[config.mk]
export PLATFORM = sky130hd
export DESIGN_NAME = poly_basemul
export DESIGN_NICKNAME = d
export VERILOG_FILES = /design/src/rtl/poly_basemul.sv
export SDC_FILE = /design/constraint.sdc
export NUM_CORES = 1
export LEC_CHECK = 0
export CAP_MARGIN = 20
export CORE_ASPECT_RATIO = 0.75
export CORE_MARGIN = 2
export CORE_UTILIZATION = 39
export DETAILED_ROUTE_END_ITERATION = 6
export PLACE_DENSITY = 0.55
export SLEW_MARGIN = 10
export SYNTH_ARGS = -nofsm -noshare
export SYNTH_HDL_FRONTEND = slang
export SYNTH_SLANG_ARGS = --single-unit
[constraint.sdc]
create_clock -name clk -period 38.4 [get_ports clk]
set_input_delay 7.68 -clock clk [delete_from_list [all_inputs] [get_ports clk]]
set_output_delay 7.68 -clock clk [all_outputs]
set_load 0.05 [all_outputs]
[src/rtl/poly_basemul.sv]
// rtl/poly_basemul.sv - Kyber NTT-domain pointwise multiply, one shared Montgomery multiplier
module poly_basemul #(
  parameter int KYBER_N = 256,
  parameter int KYBER_Q = 3329,
  parameter int QINV    = 62209
) (
  input  logic        clk,
  input  logic        reset_n,
  input  logic        enable,
  input  logic [15:0] A_RData,
  output logic [7:0]  A_RAd,
  input  logic [15:0] B_RData,
  output logic [7:0]  B_RAd,
  output logic [6:0]  Zeta_RAd,
  input  logic [15:0] Zeta_RData,
  output logic        R_WEN,
  output logic [7:0]  R_WAd,
  output logic [15:0] R_WData,
  output logic        busy,
  output logic        done
);

  localparam logic [15:0] QINV16    = 16'(QINV);
  localparam logic [31:0] Q32       = 32'(KYBER_Q);
  localparam logic [6:0]  LAST_PAIR = 7'(KYBER_N / 2 - 1);

  typedef enum logic [3:0] {
    S_IDLE, S_RD0, S_RD1, S_CAP, S_M0, S_M1, S_M2, S_M3, S_M4, S_W0, S_W1
  } state_t;

  // Montgomery product: x*y*2^-16 mod q, low 16 bits of the exact shifted difference
  function automatic logic [15:0] fqmul(input logic [15:0] x, input logic [15:0] y);
    logic [31:0] prod;
    logic [15:0] t;
    logic [31:0] tq;
    prod = {{16{x[15]}}, x} * {{16{y[15]}}, y};
    t = prod[15:0] * QINV16;
    tq = {{16{t[15]}}, t} * Q32;
    fqmul = 16'((prod - tq) >> 16);
  endfunction

  state_t      state_q, state_d;
  logic [6:0]  p_q, p_d;
  logic [15:0] a0_q, a0_d, a1_q, a1_d, b0_q, b0_d, b1_q, b1_d;
  logic [15:0] zeta_q, zeta_d, t_q, t_d, r0_q, r0_d, r1_q, r1_d;
  logic [7:0]  a_rad_q, a_rad_d, r_wad_q, r_wad_d;
  logic [6:0]  zeta_rad_q, zeta_rad_d;
  logic        r_wen_q, r_wen_d, busy_q, busy_d, done_q, done_d;
  logic [15:0] r_wdata_q, r_wdata_d;
  logic [15:0] mul_x, mul_y, mul_r, zeta_eff;

  // State, datapath and registered outputs; reset returns everything to idle at once
  always_ff @(posedge clk or negedge reset_n) begin
    if (!reset_n) begin
      state_q    <= S_IDLE;
      p_q        <= '0;
      a0_q       <= '0;
      a1_q       <= '0;
      b0_q       <= '0;
      b1_q       <= '0;
      zeta_q     <= '0;
      t_q        <= '0;
      r0_q       <= '0;
      r1_q       <= '0;
      a_rad_q    <= '0;
      zeta_rad_q <= '0;
      r_wen_q    <= 1'b0;
      r_wad_q    <= '0;
      r_wdata_q  <= '0;
      busy_q     <= 1'b0;
      done_q     <= 1'b0;
    end else begin
      state_q    <= state_d;
      p_q        <= p_d;
      a0_q       <= a0_d;
      a1_q       <= a1_d;
      b0_q       <= b0_d;
      b1_q       <= b1_d;
      zeta_q     <= zeta_d;
      t_q        <= t_d;
      r0_q       <= r0_d;
      r1_q       <= r1_d;
      a_rad_q    <= a_rad_d;
      zeta_rad_q <= zeta_rad_d;
      r_wen_q    <= r_wen_d;
      r_wad_q    <= r_wad_d;
      r_wdata_q  <= r_wdata_d;
      busy_q     <= busy_d;
      done_q     <= done_d;
    end
  end

  // Next state: fixed 10-cycle walk per pair, back to IDLE after the last pair
  always_comb begin
    state_d = state_q;
    case (state_q)
      S_IDLE:  if (enable) state_d = S_RD0;
      S_RD0:   state_d = S_RD1;
      S_RD1:   state_d = S_CAP;
      S_CAP:   state_d = S_M0;
      S_M0:    state_d = S_M1;
      S_M1:    state_d = S_M2;
      S_M2:    state_d = S_M3;
      S_M3:    state_d = S_M4;
      S_M4:    state_d = S_W0;
      S_W0:    state_d = S_W1;
      S_W1:    state_d = (p_q == LAST_PAIR) ? S_IDLE : S_RD0;
      default: state_d = S_IDLE;
    endcase
  end

  // Multiplier operand select; odd pairs use the negated zeta
  always_comb begin
    zeta_eff = p_q[0] ? (16'd0 - zeta_q) : zeta_q;
    mul_x = '0;
    mul_y = '0;
    case (state_q)
      S_M0: begin mul_x = a1_q; mul_y = b1_q;     end
      S_M1: begin mul_x = t_q;  mul_y = zeta_eff; end
      S_M2: begin mul_x = a0_q; mul_y = b0_q;     end
      S_M3: begin mul_x = a0_q; mul_y = b1_q;     end
      S_M4: begin mul_x = a1_q; mul_y = b0_q;     end
      default: ;
    endcase
    mul_r = fqmul(mul_x, mul_y);
  end

  // Outputs and captures: outputs are set from the state being entered so they are registered
  always_comb begin
    p_d        = p_q;
    a0_d       = a0_q;
    a1_d       = a1_q;
    b0_d       = b0_q;
    b1_d       = b1_q;
    zeta_d     = zeta_q;
    t_d        = t_q;
    r0_d       = r0_q;
    r1_d       = r1_q;
    a_rad_d    = a_rad_q;
    zeta_rad_d = zeta_rad_q;
    r_wen_d    = 1'b0;
    r_wad_d    = r_wad_q;
    r_wdata_d  = r_wdata_q;
    busy_d     = busy_q;
    done_d     = 1'b0;

    case (state_q)
      S_IDLE: if (enable) begin
        busy_d = 1'b1;
        p_d    = '0;
      end
      S_RD1: begin a0_d = A_RData; b0_d = B_RData; zeta_d = Zeta_RData; end
      S_CAP: begin a1_d = A_RData; b1_d = B_RData; end
      S_M0:  t_d  = mul_r;
      S_M1:  t_d  = mul_r;
      S_M2:  r0_d = t_q + mul_r;
      S_M3:  r1_d = mul_r;
      S_M4:  r1_d = r1_q + mul_r;
      S_W1: begin
        if (p_q == LAST_PAIR) begin
          p_d    = '0;
          busy_d = 1'b0;
          done_d = 1'b1;
        end else begin
          p_d = p_q + 7'd1;
        end
      end
      default: ;
    endcase

    case (state_d)
      S_RD0: begin
        a_rad_d    = {p_d, 1'b0};
        zeta_rad_d = {1'b1, p_d[6:1]};
      end
      S_RD1: a_rad_d = {p_q, 1'b1};
      S_W0: begin
        r_wen_d   = 1'b1;
        r_wad_d   = {p_q, 1'b0};
        r_wdata_d = r0_q;
      end
      S_W1: begin
        r_wen_d   = 1'b1;
        r_wad_d   = {p_q, 1'b1};
        r_wdata_d = r1_q;
      end
      default: ;
    endcase
  end

  assign A_RAd    = a_rad_q;
  assign B_RAd    = a_rad_q;
  assign Zeta_RAd = zeta_rad_q;
  assign R_WEN    = r_wen_q;
  assign R_WAd    = r_wad_q;
  assign R_WData  = r_wdata_q;
  assign busy     = busy_q;
  assign done     = done_q;

endmodule

# Word level (Yosys, flattened, before mapping)
# Cells that the tools add are included.
[op_classes] add_sub_neg=5 n_mul=3 n_eq_ne=17 muxes=19 n_reduce_logical=12
[op_table] op="16-bit case mux with 3 select lines" n=2
[op_table] op="16-bit case mux with 2 select lines" n=2
[op_table] op="4-bit case mux with 11 select lines" n=1
[op_table] op="16-bit adder" n=2
[op_table] op="16-bit by 16-bit multiplier with 32-bit output" n=1
[op_table] op="8-bit case mux with 2 select lines" n=2
[op_table] op="32-bit subtractor" n=1
[op_table] op="16-bit by 13-bit multiplier with 29-bit output, second input constant" n=1
[op_table] op="4-bit == test, second input constant" n=5
[op_table] op="4-bit by 3-bit == test with 1-bit output, second input constant" n=4
[op_table] op="16-bit by 13-bit multiplier with 16-bit output, second input constant" n=1
[op_table] op="16-bit two-way mux" n=1
[op_table] op="1-bit by 16-bit subtractor with 16-bit output, first input constant" n=1
[op_table] op="7-bit two-way mux" n=2
[op_table] op="7-bit case mux with 2 select lines" n=1
[op_table] op="4-bit by 2-bit == test with 1-bit output, second input constant" n=3
[op_table] op="2-bit OR reduction" n=6
[op_table] op="4-bit by 1-bit == test with 1-bit output, second input constant" n=2
[op_table] op="2-bit nonzero test" n=4
[op_table] op="7-bit by 1-bit adder with 7-bit output, second input constant" n=1
[op_table] op="7-bit == test, second input constant" n=1
[op_table] op="1-bit two-way mux" n=6
[op_table] op="4-bit zero test" n=1
[op_table] op="4-bit two-way mux" n=1
[op_table] op="other kinds (3)" n=4
[word_totals] register_bits=181 input_bits=51 out_inout_bits=50

# Logic depth before layout (Yosys ltp)
# Gate-level depths: netlist of the first run.
[depth] ltp_word=9 mapped_depth=70 ltp_nobuf=67

# Worst setup path before layout of the first run
# OpenSTA, ideal clock, no wires.
[synth_timing] path_type="reg-to-reg" start="register state_q[2]" end="register r1_q[15]" arrival_ns=14.287 path_slack_ns=23.972 stages_incl_launch_ff=60 n_path_buf=2 period_less_slack_ns=14.428 cell_sequence="dfrtp_1 -> clkbuf_1 -> nor2_1 -> nand2_1 -> inv_2 -> nand2_1 -> nand2_1 -> clkbuf_1 -> a221oi_1 -> nor2_1 -> fa_1 -> inv_1 -> fa_1 -> fa_1 -> fa_1 -> inv_1 -> fa_1 -> inv_1 -> (+24 left out) -> a211o_1 -> o41ai_2 -> o21bai_1 -> a21oi_1 -> o21bai_1 -> xnor2_1 -> inv_1 -> ha_1 -> or2_2 -> o22a_1 -> a211o_1 -> a21o_1 -> a21oi_1 -> o21ai_0 -> a31o_2 -> or4_1 -> o2111ai_1 -> a211oi_1"
[synth_between] elab_chain_cells=9 word_cells_on_any_way=18 classes_between="2 x add/sub; 3 x mul; 5 x eq/ne; 3 x mux; 5 x reduce/logical"
[synth_lines] item="start: declaration" line="42" source="state_t state_q, state_d;"
[synth_lines] item="start signal: assignment" line="73" source="state_q <= state_d;"
[synth_lines] item="4-bit == test or 4-bit by 3-bit == test with 1-bit output (tied branches)" line="117" source="case (state_q)"
[synth_lines] item="2-bit OR reduction (no source line)"
[synth_lines] item="16-bit case mux with 3 select lines" line="117"
[synth_lines] item="16-bit by 16-bit multiplier with 32-bit output *" line="36" source="prod = {{16{x[15]}}, x} * {{16{y[15]}}, y};"
[synth_lines] item="16-bit by 13-bit multiplier with 16-bit output" line="37" source="t = prod[15:0] * QINV16;"
[synth_lines] item="16-bit by 13-bit multiplier with 29-bit output" line="38" source="tq = {{16{t[15]}}, t} * Q32;"
[synth_lines] item="32-bit subtractor *" line="39" source="fqmul = 16'((prod - tq) >> 16);"
[synth_lines] item="named net mul_r[5]" line="50" source="logic [15:0] mul_x, mul_y, mul_r, zeta_eff;"
[synth_lines] item="16-bit adder *" line="158" source="S_M4: r1_d = r1_q + mul_r;"
[synth_lines] item="16-bit case mux with 2 select lines *" line="147" source="case (state_q)"
[synth_lines] item="end signal: assignment" line="82" source="r1_q <= r1_d;"
[synth_lines] item="end: declaration" line="45" source="logic [15:0] zeta_q, zeta_d, t_q, t_d, r0_q, r0_d, r1_q, r1_d;"
# The timed path passes the listed nets; every way through them passes the cells marked *.
# A chain may end at the register's enable or synchronous reset.

# Worst setup path after layout of the first run
# Same ends and word-level chain as after synthesis.

==> results.ini, run 1 <==
[run_status]
outcome = completed

[clock_tree]
clock_sinks = 181
post_cts_buffers = 0
ctsLongestPathBuffers = 2
htreeDepth = 4
ctsHoldBuffers = 0
insertion_delay_ns = 0.45
cts_tree = done
cts_buffers = 17
cts_root_buffer = clkbuf_16
postCtsResizedCells = 0
cts.reportedPaths.clkPinSlew_ns = 0.07

[cells_and_area]
seq_area_sq_um = 4530
mostFrequentLayoutCell = inv_1
design_area_sq_um = 25100
layout_common_cells = inv_1 (381), nand2_1 (311), fa_1 (298)
final_cells = 3272
drive_gt1_frac = 0.0686
nets = 3063
multi_input_area_sq_um = 16400
fillers = 5652
insertedDiodeCount = 0
area_growth_pct = 10.7
post-route-util = 0.437

[die]
core_sq_um = 57400
num_io_pins = 101
rows = 76
die_w_microns = 282
die_y_microns = 213
die_area_sq_um = 60100
initial_core_util = 0.394

[sta]
tightest_slew_ns = 1.11
grt_setup_unrepaired = no
period_minus_slack_ns = 16.51
fmaxAchievable_mhz = 60.6
finalHoldViolCount = 0
relSlewSlack = 0.262
finalSetupViolations = 0
drv_slew = 0
tns_ns = 0
fin_skew_ns = 0.0131
timing.final.crit_share = 0.430

[global_routing]
grt_max_degree = 120
grt.total_usage = 0.227
grt_overflow_total = 0
grt_antenna_before_repair = 0
grt_first_pass_wirelength_microns = 103000
grt_pass1_vias = 17378

[worst_hold_path]
hp-class = flop to flop

[placement]
port_buffers = 100
dpl_cell_area_sq_um = 24500
gp_congestion = 0.911
dpl.cell_count = 3241
dp.final_hpwl_microns = 53700

[synthesis]
yosysTopAreaCellShare = 0.263
synth_edf_count = 0
synth-seq-cells = 181
async_flop_share = 1.00
synth_area_sq_um = 22700
avgSynthCellArea_sq_um = 9.37
synth_top_area_cell = fa_1
netlist_instances = 2419
yosys_warnings = 0
syn-num-nets = 3002
synth.distinct_cells = 78
synth_ff_type = dfrtp_1
seq_area_frac_synth = 0.200
yosys-top-cells-area = fa_1 (26%), dfrtp_1 (20%), ha_1 (13%)

[setup_path]
reg2reg_setup_slack_ns = 21.89
crit_type = flop to flop
path_max_fanout = 42
worst_r2r_startpoint = state_q[2]
cp_slowest_cell = a221oi_1
crit_start = state_q[2]
max_stage_delay_ns = 0.95
r2r-end = r1_q[15]
r2r_cells = 59
crit_path_frequent_cell = ha_1
crit_arrival_ns = 16.83
cp-end-kind = flop
required_ns = 38.72
worstSetupEndpoint = r1_q[15]
start_kind = flop

[routing]
final_antenna_net_count = 0
routed_wl_microns = 65200
wl_per_cell_microns = 19.9
vias = 16986
first_pass_iters = 5
first_iter_violations = 1168
drc = 0
avgViaCountPerCell = 5.19

[job]
cap_violations = 0

==> worst min path at each step <==
stage                      startpoint           to  slack [ns]  depth (start not counted)
after detailed placement  Zeta_RAd[6]  Zeta_RAd[6]        0.46                          1
after CTS                 Zeta_RAd[6]  Zeta_RAd[6]        0.47                          1
after global routing      Zeta_RAd[3]  Zeta_RAd[3]        0.49                          1
after global placement    Zeta_RAd[6]  Zeta_RAd[6]        0.45                          1
final                     Zeta_RAd[6]  Zeta_RAd[6]        0.47                          1
after floorplan              r0_q[11]     r0_q[11]        0.45                          2
==> cells by family (layout without fill, tap and decap cells) <==
family / count (synthesis) / in the layout / share of synthesized area
simple gates: 631 / 631 / 0.121
fa+ha+maj: 533 / 533 / 0.393
compound gates: 390 / 390 / 0.112
flops: 181 / 181 / 0.200
buf+inv: 466 / 539 / 0.0785
mux: 83 / 83 / 0.0411
xor+xnor: 135 / 135 / 0.0543
==> synthesized netlist by cell type (3+ instances only) <==
cell	count
buf_4	8
mux2_2	81
o22ai_1	21
nor2b_1	10
nand3b_1	3
nand4_1	4
ha_1	234
fa_1	298
and2_1	31
and3_1	14
o31ai_1	5
a22o_1	3
or3_1	6
a222oi_1	4
a21o_1	37
dfrtp_1	181
xnor2_1	82
o2111ai_1	3
o21a_1	8
a211o_1	4
o41ai_1	4
a22oi_1	23
a21oi_1	90
nand3_1	26
a31oi_1	6
o21bai_1	22
o211ai_1	9
nand2_1	311
xor2_1	49
or2_2	6
o21ai_0	92
a211oi_1	9
clkbuf_1	76
nand2b_1	26
inv_1	381
o21ai_1	8
a221oi_1	8
a221o_1	9
nor3_1	8
nor2_1	173
==> final cells by class <==
cell class,instances,area share
Inverter,382,0.0571
Timing Repair Buffer,126,0.0477
Tap cell,780,0.0389
Clock inverter,12,0.00489
Sequential cell,181,0.181
Clock buffer,19,0.0181
Multi-Input combinational cell,1772,0.653
==> critical path, delay by kind of cell (launching register included) <==
| kind | cells | cell delay, ns |
|---|---|---|
| AOI/OAI and AO/OA | 20 | 5.13 |
| xor gates and xnor gates | 6 | 1.54 |
| adders and majority gates | 16 | 6.13 |
| buffers and inverters | 9 | 1.13 |
| DFF | 1 | 0.53 |
| and+or+nand+nor | 8 | 1.89 |
==> stage by stage <==
step / setup slack, ns / hold WS [ns]
floorplan: 23.97 / 0.449
finish: 21.89 / 0.466
CTS: 21.96 / 0.472
detailed placement: 22.08 / 0.455
global route: 20.74 / 0.494
global placement: 22.30 / 0.450
==> flip-flops by register name (all words and copies together) (netlist names), 16 cells and up <==
| name | flops |
|---|---|
| r1_q | 16 |
| a1_q | 16 |
| r0_q | 16 |
| a0_q | 16 |
| t_q | 16 |
| zeta_q | 16 |
| b1_q | 16 |
| R_WData | 16 |
| b0_q | 16 |
==> routing by layer <==
metal  part of all wire  global-route usage  vias to the layer above
li1                   -                   -                     7945
met1               0.50               0.354                     8439
met2               0.41               0.323                      542
met3              0.078              0.0442                       60
met4              0.014              0.0421                        0
met5                  0                   0                        -
Power of run 1 is not shown: default switching activity piles up to over one toggle a cycle in this logic, so the estimate is an artifact.
==> run 2: changes to the inputs <==
clock period = 15.8 ns   (was 38.4 ns; I/O delays follow)
==> results.ini, run 2 (synthesis gave the netlist of run 1 again) <==
[cells_and_area]
final_cells = 3310  ; +1.2%
mostFrequentLayoutCell = inv_1
insertedDiodeCount = 0  ; unchanged
nets = 3100  ; +1.2%
area_growth_pct = 12.4
layout_common_cells = inv_1 (380), nand2_1 (311), fa_1 (298)
drive_gt1_frac = 0.0874  ; +0.0187
post-route-util = 0.444  ; +0.00673

[clock_tree]
ctsLongestPathBuffers = 2  ; unchanged
ctsHoldBuffers = 0  ; unchanged
insertion_delay_ns = 0.46  ; about the same
cts_buffers = 17  ; unchanged
htreeDepth = 4  ; unchanged
cts.reportedPaths.clkPinSlew_ns = 0.08  ; about the same
clock_sinks = 181  ; unchanged
cts_root_buffer = clkbuf_16
cts_tree = done

[worst_hold_path]
hp-class = flop to flop
min_to = Zeta_RAd[6]
min_path_cells = 1  ; unchanged
hold_start = Zeta_RAd[6]

[die]
die_w_microns = 282  ; unchanged
die_area_sq_um = 60100  ; unchanged
die_y_microns = 213  ; unchanged
num_io_pins = 101  ; unchanged
core_sq_um = 57400  ; unchanged
initial_core_util = 0.394  ; unchanged
rows = 76  ; unchanged

[routing]
wl_per_cell_microns = 19.4  ; -2.7%
avgViaCountPerCell = 5.17  ; -0.39%
first_iter_violations = 1178  ; +0.86%
vias = 17117  ; +0.77%
drc = 0  ; unchanged
final_antenna_net_count = 0  ; unchanged
routed_wl_microns = 64200  ; -1.5%
first_pass_iters = 7  ; +2

[sta]
grt_setup_unrepaired = no
relSlewSlack = 0.366  ; +0.104
tightest_slew_ns = 0.951  ; -0.157 ns
tns_ns = 0  ; unchanged
period_minus_slack_ns = 14.95  ; -1.56 ns
finalHoldViolCount = 0  ; unchanged
fmaxAchievable_mhz = 66.9  ; +10%
drv_slew = 0  ; unchanged
fin_skew_ns = 0.0212  ; +0.00814 ns
finalSetupViolations = 0  ; unchanged
timing.final.crit_share = 0.946  ; +0.516

[setup_path]
crit_type = flop to flop
crit_arrival_ns = 15.27  ; -1.56 ns
reg2reg_setup_slack_ns = 0.85  ; -21.04 ns
required_ns = 16.12  ; -22.60 ns
max_stage_delay_ns = 0.61  ; -0.34 ns
cp_slowest_cell = fa_1
r2r_cells = 56  ; -5.1%
crit_path_frequent_cell = fa_1
r2r-end = r1_q[15]
worst_r2r_startpoint = state_q[3]
path_max_fanout = 12  ; -71%
start_kind = flop
cp-end-kind = flop

[global_routing]
grt_max_degree = 110  ; -8.3%
grt_antenna_before_repair = 2  ; +2
grt_first_pass_wirelength_microns = 102000  ; -0.73%
grt.total_usage = 0.223  ; -0.00381
grt_overflow_total = 0  ; unchanged
grt_pass1_vias = 17517  ; +0.80%

[placement]
gp_congestion = 0.941  ; +3.3%
port_buffers = 100  ; unchanged
dpl.cell_count = 3275  ; +1.0%
dp.final_hpwl_microns = 53600  ; -0.17%

[run_status]
outcome = completed

[job]
cap_violations = 0  ; unchanged

[run 2: cell types whose count changed in the layout (fill, tap and decap cells not counted), sizes merged]
cell      before  now
bufinv         1    0
clkinv         5    9
clkinvlp       2    3
clkbuf        20   18
buf           26   63
inv          386  385
[run 2: cell type report]
type	instances	area [sq um]
fillers	5586	32000
well taps	780	976
clock buffers	17	425
flip-flops and latches	181	4530
inverters	382	1440
clock inverters	15	168
multi-input cells	1772	16400
repair buffers	163	1490
[run 2: per-layer routing]
layer | global-route usage | vias to the layer above | part of all wire
met5 | 0 | - | 0.00042
met4 | 0.0442 | 4 | 0.017
met3 | 0.0410 | 59 | 0.068
met2 | 0.320 | 490 | 0.41
met1 | 0.347 | 8543 | 0.50
li1 | - | 8021 | -
[run 2: worst max path at each step]
| stage | from | endpoint | slack (ns) | cells past startpoint |
|---|---|---|---|---|
| detailed placement | state_q[3] | r1_q[15] | 0.51 | 55 |
| floorplan | state_q[2] | r1_q[15] | 1.37 | 59 |
| global placement | state_q[3] | r1_q[15] | 0.61 | 55 |
| global route | state_q[2] | r1_q[15] | 0.06 | 56 |
| CTS | state_q[3] | r1_q[15] | 0.38 | 55 |
| finish | state_q[3] | r1_q[15] | 0.85 | 56 |
[run 2: stage by stage]
| step | hold WS [ns] | worst slack [ns] | instance area (sq um) |
|---|---|---|---|
| 6_report | 0.467 | 0.849 | 25500 |
| 5_1_grt | 0.507 | 0.0563 | 25500 |
| 4_1_cts | 0.475 | 0.384 | 25400 |
| 3_5_place_dp | 0.458 | 0.510 | 24800 |
| 3_3_place_gp | 0.449 | 0.608 | 24800 |
| 2_1_floorplan | 0.449 | 1.37 | 22700 |
[run 2: what timing repair did]
action	4_1_cts	5_1_grt
endpoints found under the setup margin	0	7
setup buffers	0	3
gates resized for setup	0	20
[run 2: worst max-delay path: cells and delay by family, from the launching register on]
family / cells / cell delay, ns
buf+inv: 8 / 0.77
fa+ha+maj: 17 / 6.96
simple gates: 10 / 2.13
flops: 1 / 0.49
compound gates: 17 / 3.41
xor+xnor: 4 / 1.00
Power of run 2 is left out for the same reason.
==> run 3: changes to the inputs <==
SKIP_CTS_REPAIR_TIMING = 1   (was not set)
==> results of run 3 <==
No change in the layout: final DEF, timing and power equal those of run 2.
Power of run 3 is left out for the same reason.
